===== src/rtl/ddr3_pkg.sv =====
// Shared definitions for the DDR3 controller blocks: command encodings,
// clock-period based timing constants and the refresh scheduler state type.
package ddr3_pkg;

  // {cs_n, ras_n, cas_n, we_n}
  localparam logic [3:0] CMD_NOP = 4'b0111;
  localparam logic [3:0] CMD_PRE = 4'b0010;
  localparam logic [3:0] CMD_REF = 4'b0001;
  localparam logic [3:0] CMD_ACT = 4'b0011;
  localparam logic [3:0] CMD_RD  = 4'b0101;
  localparam logic [3:0] CMD_WR  = 4'b0100;
  localparam logic [3:0] CMD_MRS = 4'b0000;

  localparam int CLK_PERIOD_PS = 5000;

  // Rounds up so a converted timing is never shorter than the datasheet value.
  function automatic int ns_to_cycles(input int ns);
    return (ns * 1000 + CLK_PERIOD_PS - 1) / CLK_PERIOD_PS;
  endfunction

  localparam int TREFI_NS = 7800;
  localparam int TRP_NS   = 15;
  localparam int TRFC_NS  = 110;

  localparam int TREFI_CYCLES_DEF = ns_to_cycles(TREFI_NS);
  localparam int TRP_CYCLES_DEF   = ns_to_cycles(TRP_NS);
  localparam int TRFC_CYCLES_DEF  = ns_to_cycles(TRFC_NS);

  typedef enum logic [2:0] {
    RS_IDLE,
    RS_PREA,
    RS_WAIT_RP,
    RS_REF,
    RS_WAIT_RFC
  } refresh_state_t;

endpackage


===== src/rtl/ddr3_delay_timer.sv =====
// Loadable down-counter used for command-to-command spacing (tRP, tRFC, ...).
// Counts down to zero and holds there; o_zero flags the expired state.
module ddr3_delay_timer #(
  parameter int WIDTH = 5
) (
  input  logic             i_clk,
  input  logic             i_rst,
  input  logic             i_load,
  input  logic [WIDTH-1:0] i_load_value,
  output logic             o_zero
);

  logic [WIDTH-1:0] count;

  // NOTE: clocked state uses non-blocking assignments so every register
  // samples pre-edge values, independent of block evaluation order.
  always_ff @(posedge i_clk) begin
    if (i_rst) begin
      count <= '0;
    end else if (i_load) begin
      count <= i_load_value;
    end else if (count != '0) begin
      count <= count - WIDTH'(1);
    end
  end

  assign o_zero = (count == '0);

endmodule


===== src/rtl/ddr3_refresh_scheduler.sv =====
// Autonomous DDR3 refresh scheduler: tracks tREFI, accumulates refresh debt and,
// when granted the bus, issues PREA followed by a burst of REF commands.
module ddr3_refresh_scheduler
  import ddr3_pkg::*;
#(
  parameter int TREFI_CYCLES = 1560,
  parameter int TRP_CYCLES   = 3,
  parameter int TRFC_CYCLES  = 22,
  parameter int MAX_POSTPONE = 8
) (
  input  logic                                i_clk,
  input  logic                                i_rst,
  input  logic                                i_init_done,
  input  logic                                i_gnt,
  output logic                                o_req,
  output logic                                o_urgent,
  output logic                                o_busy,
  output logic [3:0]                          o_cmd,
  output logic                                o_a10,
  output logic [$clog2(MAX_POSTPONE+2)-1:0]   o_debt,
  output logic                                o_overflow
);

  localparam int DEBT_W = $clog2(MAX_POSTPONE + 2);
  localparam int CNT_W  = $clog2(TREFI_CYCLES + 1);
  localparam int T_MAX  = (TRP_CYCLES > TRFC_CYCLES) ? TRP_CYCLES : TRFC_CYCLES;
  localparam int TMR_W  = $clog2(T_MAX + 1);

  localparam logic [DEBT_W-1:0] DEBT_SAT    = DEBT_W'(MAX_POSTPONE + 1);
  localparam logic [DEBT_W-1:0] DEBT_URGENT = DEBT_W'(MAX_POSTPONE);
  localparam logic [CNT_W-1:0]  TREFI_LAST  = CNT_W'(TREFI_CYCLES - 1);
  localparam logic [TMR_W-1:0]  TRP_LOAD    = TMR_W'(TRP_CYCLES - 1);
  localparam logic [TMR_W-1:0]  TRFC_LOAD   = TMR_W'(TRFC_CYCLES - 1);

  refresh_state_t    state;
  logic [CNT_W-1:0]  trefi_cnt;
  logic [DEBT_W-1:0] debt;
  logic              tick;
  logic              ref_issue;
  logic [DEBT_W-1:0] debt_after_ref;
  logic              timer_zero;
  logic              timer_load;
  logic [TMR_W-1:0]  timer_value;
  logic              start_seq;
  logic              rp_done;
  logic              rfc_done;
  logic              burst_more;

  assign tick           = i_init_done && (trefi_cnt == TREFI_LAST);
  assign ref_issue      = (state == RS_REF);
  assign debt_after_ref = debt - DEBT_W'(ref_issue);

  always_ff @(posedge i_clk) begin
    if (i_rst || !i_init_done) begin
      trefi_cnt <= '0;
    end else if (tick) begin
      trefi_cnt <= '0;
    end else begin
      trefi_cnt <= trefi_cnt + CNT_W'(1);
    end
  end

  // A tick and a REF in the same cycle cancel; only an uncancelled tick at
  // saturation is lost and flagged.
  always_ff @(posedge i_clk) begin
    if (i_rst) begin
      debt       <= '0;
      o_overflow <= 1'b0;
    end else begin
      case ({tick, ref_issue})
        2'b10: begin
          if (debt == DEBT_SAT) begin
            o_overflow <= 1'b1;
          end else begin
            debt <= debt + DEBT_W'(1);
          end
        end
        2'b01:   debt <= debt - DEBT_W'(1);
        default: ;
      endcase
    end
  end

  // NOTE: every always_comb output gets a value before any branch, so no
  // path can leave one unassigned and infer a latch.
  always_comb begin
    start_seq   = 1'b0;
    rp_done     = 1'b0;
    rfc_done    = 1'b0;
    burst_more  = 1'b0;
    timer_load  = 1'b0;
    timer_value = TRFC_LOAD;
    start_seq   = (state == RS_IDLE) && i_gnt && (debt != '0);
    rp_done     = ((state == RS_PREA) || (state == RS_WAIT_RP)) && timer_zero;
    rfc_done    = ((state == RS_REF) || (state == RS_WAIT_RFC)) && timer_zero;
    burst_more  = rfc_done && i_gnt && (debt_after_ref != '0);
    timer_load  = start_seq || rp_done || burst_more;
    if (start_seq) begin
      timer_value = TRP_LOAD;
    end
  end

  ddr3_delay_timer #(
    .WIDTH (TMR_W)
  ) u_timer (
    .i_clk        (i_clk),
    .i_rst        (i_rst),
    .i_load       (timer_load),
    .i_load_value (timer_value),
    .o_zero       (timer_zero)
  );

  // Command outputs are registered alongside the state, so o_cmd always
  // shows the command belonging to the current state.
  always_ff @(posedge i_clk) begin
    if (i_rst) begin
      state  <= RS_IDLE;
      o_cmd  <= CMD_NOP;
      o_a10  <= 1'b0;
      o_busy <= 1'b0;
    end else begin
      o_cmd <= CMD_NOP;
      o_a10 <= 1'b0;
      unique case (state)
        RS_IDLE: begin
          if (start_seq) begin
            state  <= RS_PREA;
            o_cmd  <= CMD_PRE;
            o_a10  <= 1'b1;
            o_busy <= 1'b1;
          end
        end
        RS_PREA, RS_WAIT_RP: begin
          if (rp_done) begin
            state <= RS_REF;
            o_cmd <= CMD_REF;
          end else begin
            state <= RS_WAIT_RP;
          end
        end
        RS_REF, RS_WAIT_RFC: begin
          if (burst_more) begin
            state <= RS_REF;
            o_cmd <= CMD_REF;
          end else if (rfc_done) begin
            state  <= RS_IDLE;
            o_busy <= 1'b0;
          end else begin
            state <= RS_WAIT_RFC;
          end
        end
        default: begin
          state  <= RS_IDLE;
          o_busy <= 1'b0;
        end
      endcase
    end
  end

  assign o_debt   = debt;
  assign o_req    = (debt != '0);
  assign o_urgent = (debt >= DEBT_URGENT);

endmodule


===== config.mk =====
export PLATFORM = sky130hd
export DESIGN_NAME = ddr3_refresh_scheduler
export DESIGN_NICKNAME = d
export VERILOG_FILES = /design/src/rtl/ddr3_pkg.sv /design/src/rtl/ddr3_delay_timer.sv /design/src/rtl/ddr3_refresh_scheduler.sv
export SDC_FILE = /design/constraint.sdc
export NUM_CORES = 1
export LEC_CHECK = 0
export BUFFER_PORTS_ARGS = -buffer_cell sky130_fd_sc_hd__buf_2
export CAP_MARGIN = 40
export CORE_MARGIN = 4
export CORE_UTILIZATION = 55
export CTS_CLUSTER_DIAMETER = 50
export DETAILED_ROUTE_END_ITERATION = 16
export PLACE_DENSITY_LB_ADDON = 0.12
export SETUP_SLACK_MARGIN = 0.4
export SLEW_MARGIN = 0
export SYNTH_ARGS = -nofsm -noshare
export SYNTH_HDL_FRONTEND = slang
export SYNTH_SLANG_ARGS = --single-unit

===== constraint.sdc =====
create_clock -name i_clk -period 4.9 [get_ports i_clk]
set_input_delay 0.49 -clock i_clk [delete_from_list [all_inputs] [get_ports i_clk]]
set_output_delay 0.49 -clock i_clk [all_outputs]
set_load 0.01 [all_outputs]

Word-level counts from Yosys, hierarchy flattened

Cells that the tools add are included.

Register bits: 30
Bits in latches: 0
Memory bits (writable): 0
Bits in read-only memories: 0
Bits of input ports: 4
Output and inout bits: 13
Logic and storage cells: 74
Memories: 0

$add $sub $neg: 5
Multipliers: 0
Div/mod/pow operators: 0
$lt $le $gt $ge: 1
Equality and inequality tests: 12
Shifts and indexed selects: 0
Multiplexer cells: 19
Bitwise gates (word level): 2
Reductions and logical operators: 27

Operator list:

| kind                                                                | count |
|---|---|
| 3-bit 2-to-1 mux                                                    | 6 |
| 3-bit case mux with 3 select lines                                  | 2 |
| 5-bit 2-to-1 mux                                                    | 3 |
| 11-bit by 1-bit adder with 11-bit output (second input constant)    | 1 |
| 11-bit == test (second input constant)                              | 1 |
| 2-bit != test (second input constant)                               | 4 |
| 4-bit case mux with 2 select lines                                  | 1 |
| 4-bit nonzero test                                                  | 2 |
| 2-bit OR reduction                                                  | 4 |
| 1-bit logical AND                                                   | 7 |
| 3-bit by 2-bit == test with 1-bit output (second input constant)    | 2 |
| 5-bit logical NOT                                                   | 1 |
| 1-bit logical OR                                                    | 5 |
| 1-bit 2-to-1 mux                                                    | 5 |
| 5-bit nonzero test                                                  | 1 |
| 5-bit by 1-bit subtractor with 5-bit output (second input constant) | 1 |
| 4-bit by 1-bit adder with 4-bit output (second input constant)      | 1 |
| 4-bit == test (second input constant)                               | 1 |
| 4-bit >= comparator (second input constant)                         | 1 |
| 4-bit 2-to-1 mux                                                    | 1 |
| 2-bit AND reduction                                                 | 2 |
| 4-bit AND reduction                                                 | 1 |
| 2-bit nonzero test                                                  | 2 |
| 4-bit by 1-bit subtractor with 4-bit output                         | 1 |
| other kinds (9)                                                     | 10 |

Longest topological paths before layout

Depth in word-level cells: 7
Mapped depth: 10
Mapped depth without buffers: 10

Hierarchy

Synthesis repeated with hierarchy kept, for this count alone.

Cells, all modules: 179
Area, all modules: 1589.0 um2

Modules (own cells, without submodules):

| module                 | instances | cells an instance | area each (um2) | sequential area each (um2) |
|---|---|---|---|---|
| ddr3_refresh_scheduler | 1         | 147               | 1301.2          | 480.5 |
| ddr3_delay_timer       | 1         | 32                | 287.8           | 100.1 |

Worst setup path before layout

Ideal clock, no wire load.

Kind: register to register
Start: reg trefi_cnt[6]
End: reg debt[3] (netlist: o_debt[3])
Library setup time: 0.121 ns
Arrival time: 2.413 ns
Data required time: 4.779 ns
Slack: 2.367 ns
Cell stages (with the launch flop): 10
Path buffers: 0
Clock period less this slack: 2.533 ns
Cells stage by stage: dfxtp_1 > or4_4 > nor3_4 > nand2b_1 > inv_1 > ha_1 > a21oi_1 > a211o_1 > mux2i_1 > mux2_2

Cells in the longest elaborated chain, start to end: 5
Elaborated cells on any way between the ends: 8
Classes of those cells: 4 x eq/ne; 1 x mux; 3 x reduce/logical

Ends and longest elaborated chain:

| what                                                                             | line                         | source |
|---|---|---|
| from (decl)                                                                      | ddr3_refresh_scheduler.sv:36 | `logic [CNT_W-1:0] trefi_cnt;` |
| from (signal assigned)                                                           | ddr3_refresh_scheduler.sv:59 | `trefi_cnt <= trefi_cnt + CNT_W'(1);` |
| 11-bit == test (*)                                                               | ddr3_refresh_scheduler.sv:49 | `assign tick = i_init_done && (trefi_cnt == TREFI_LAST);` |
| 1-bit logical AND (*)                                                            | ddr3_refresh_scheduler.sv:49 |  |
| 2-bit == test / 2-bit by 1-bit == test with 1-bit output (equally long branches) | ddr3_refresh_scheduler.sv:70 | `case ({tick, ref_issue})` |
| 2-bit != test (no line) / 2-bit nonzero test (equally long branches)             | n/a                          |  |
| 2-bit AND reduction (no line)                                                    | n/a                          |  |
| to (signal assigned)                                                             | ddr3_refresh_scheduler.sv:75 | `debt <= debt + DEBT_W'(1);` |
| to (signal assigned)                                                             | ddr3_refresh_scheduler.sv:78 | `2'b01: debt <= debt - DEBT_W'(1);` |
| to (decl)                                                                        | ddr3_refresh_scheduler.sv:37 | `logic [DEBT_W-1:0] debt;` |

Mark *: on every way between the ends. The rest lies on a longest branch, timed or not.
A chain may end at the register's enable or synchronous reset.

Final worst setup path

Ends and elaborated chain as after synthesis.

==> results.toml <==
[synth]
synth.area.top_cells = "dfxtp_1 39%, nor2_1 6.9%, ha_1 5.1%, xnor2_1 4.7%, xor2_1 3.0%"
yosys_warnings = 0
synth.top_cell.area_share_pct = 39.4
synth.top_cells.by_count = "29 x dfxtp_1, 27 x nor2_1, 9 x inv_1"
synthesis.area_um2 = 1480
synth_edf_count = 0
synth_async_sr_flop_share_pct = 0
netlist.top_cell.by_area = "dfxtp_1"
synth_seq_area_share_pct = 39.4
ys.flop_type = "dfxtp_1"
syn-num-nets = 177
synth_cells = 166
synth_cell_types = 40
ys_seq_elements = 29
syn_area_per_cell_um2 = 8.89
synth_most_common_cell = "dfxtp_1"

[power]
ir_drop_mv = 0.287
p_leak_uw = 0.000619
power-per-cell-area_nw_per_um2 = 336

[route]
vias = 1208
via_per_inst = 5.67
drc = 0
routed_wirelength_um = 2750
drtAntennaViolNets = 0
dr.pass1.iters = 4
routedWlPerCell_um = 12.9
initialDrtViolationCount = 60

[floorplanning]
fp-row-count = 18
dieHeight_um = 59.8
core-area_um2 = 2520
die_area_um2 = 3570
io-pin-count = 17
fp.dieW_um = 59.8
start_util_pct = 58.5

[global_route]
grt_max_degree = 20
grt_pass1_vias = 1096
grt_pass1_wl_um = 4840
grt_use_total_pct = 18.5
grt.overflow.total = 0
grt_antenna_before_repair = 0

[critical_path]
slowest_delay_ns = 0.55
cp.arrival_ns = 2.90
cp-start-kind = "register"
crit_buf_inv = 1
crit_type = "reg2reg"
crit_slowest_cell = "or4_4"
end_kind = "register"
worstPathCellList = "or4_4, nor3_4, nand2b_1, inv_1, ha_1, a21oi_1, a211o_1, mux2i_1, mux2_2"
critPathMaxFanout = 5
cp_top_family = "simple AND/OR/NAND/NOR gates"
cp.required_ns = 5.11

[clocking]
cts_setup_buffers = 0
clkSlewWorstSetupHoldPaths_ns = 0.09
cts_buffers = 5
cts_buffer_depth = 2
cts_sinks = 29
htree_levels = 2
postCtsHoldBufs = 0
clkLatencyLatePin_ns = 0.32
clockRootBuffer = "clkbuf_4"
cts_resized = 0
cts_tree = "yes"

[finish]
nNetsFinal = 193
final.fill_count = 239
diodes = 0
area_growth_pct = 9.50
final_core_util_pct = 64.0
drive_gt1_share_pct = 16.4

[sta]
setup_viol = 0
worst_pin_slew_ns = 0.709
skew_ns = 0.00941
hold_viol_final = 0
fin_crit_ns = 2.69
fin_crit_sh_pct = 54.8
rsz0062_at_grt = "no"
tns_ns = 0
max_freq_mhz = 372
slew_viol_final = 0
relSlewSlack_pct = 52.6

[run]
max-cap-violations = 0

[placed_design]
hpwl_um = 2040
io_buffers = 15
globalplace.congestion = 0.867

[hold_path]
hold_class = "reg2reg"

[status]
status = "completed"
state kept, by name, indices dropped and copies added (netlist names):
signal         flops
trefi_cnt         11
u_timer.count      5
o_debt             4
o_cmd              3
state              3
o_a10              1
o_busy             1
o_overflow         1
worst paths after layout:
check | slack, ns | start | cells after the start | endpoint
hold / removal | 0.47 | trefi_cnt[0] | 1 | trefi_cnt[0]
hold reg to reg | 0.47 | trefi_cnt[0] | 1 | trefi_cnt[0]
setup reg to reg | 2.21 | trefi_cnt[6] | 9 | o_debt[3]
setup / recovery | 2.21 | trefi_cnt[6] | 9 | o_debt[3]
logic make-up (layout without fill, tap and decap cells):
| group | Yosys count | count (layout) | share of synthesized area, % |
|---|---|---|---|
| and+or+nand+nor | 71 | 71 | 26.0 |
| DFF | 29 | 29 | 39.4 |
| AOI/OAI and AO/OA | 24 | 24 | 11.6 |
| buffers and inverters | 15 | 32 | 4.16 |
| xor gates and xnor gates | 13 | 13 | 7.72 |
| adders and majority gates | 7 | 7 | 6.45 |
| muxes | 6 | 6 | 4.41 |
| other | 1 | 1 | 0.254 |
final cells by class:
| class | instances | area, µm² | area share [%] |
|---|---|---|---|
| Clock inverter | 3 | 17.5 | 1.08 |
| Clock buffer | 5 | 37.5 | 2.32 |
| Multi-Input combinational cell | 122 | 833 | 51.6 |
| Inverter | 9 | 33.8 | 2.09 |
| Timing Repair Buffer | 15 | 75.1 | 4.65 |
| Sequential cell | 29 | 581 | 35.9 |
| Tap cell | 30 | 37.5 | 2.32 |
report_power, final:
group	switching [µW]	total, µW	internal [µW]
combinational	74.5	132	57.1
clock	84.6	139	53.9
sequential	17.0	272	255
total	176	542	366
cells in the final DEF (no fill, tap or decap), types with 3 or more instances in the layout:
cell type   n
a211oi_1    4
a21oi_1     4
a31oi_1     3
buf_2      15
clkbuf_4    5
dfxtp_1    29
ha_1        6
inv_1       9
mux2_1      3
nand2_1     6
nand2b_1    4
nand3_1     8
nor2_1     27
nor2b_1     4
nor3_1      7
o21a_1      4
o21ai_0     3
xnor2_1     8
xor2_1      5
per-stage QoR:
| stage | worst slack [ns] | hold WS [ns] | total power (µW) | cell area, µm² | instances |
|---|---|---|---|---|---|
| after detailed placement | 2.23 | 0.455 | 409 | 1560 | 205 |
| after global placement | 2.29 | 0.442 | 402 | 1560 | 205 |
| final | 2.21 | 0.466 | 542 | 1620 | 213 |
| after floorplan | 2.37 | 0.430 | 382 | 1480 | 166 |
| after global routing | 2.07 | 0.503 | 582 | 1620 | 213 |
| after CTS | 2.21 | 0.476 | 549 | 1620 | 213 |
per-layer routing:
| metal | GRT usage [%] | routed length, µm | vias to the layer above |
|---|---|---|---|
| met5 | 0 | 0 | - |
| met4 | 9.81 | 66 | 0 |
| li1 | - | - | 616 |
| met3 | 7.13 | 103 | 7 |
| met2 | 28.5 | 1320 | 19 |
| met1 | 21.9 | 1260 | 566 |
(Power assumes the default switching activity.)
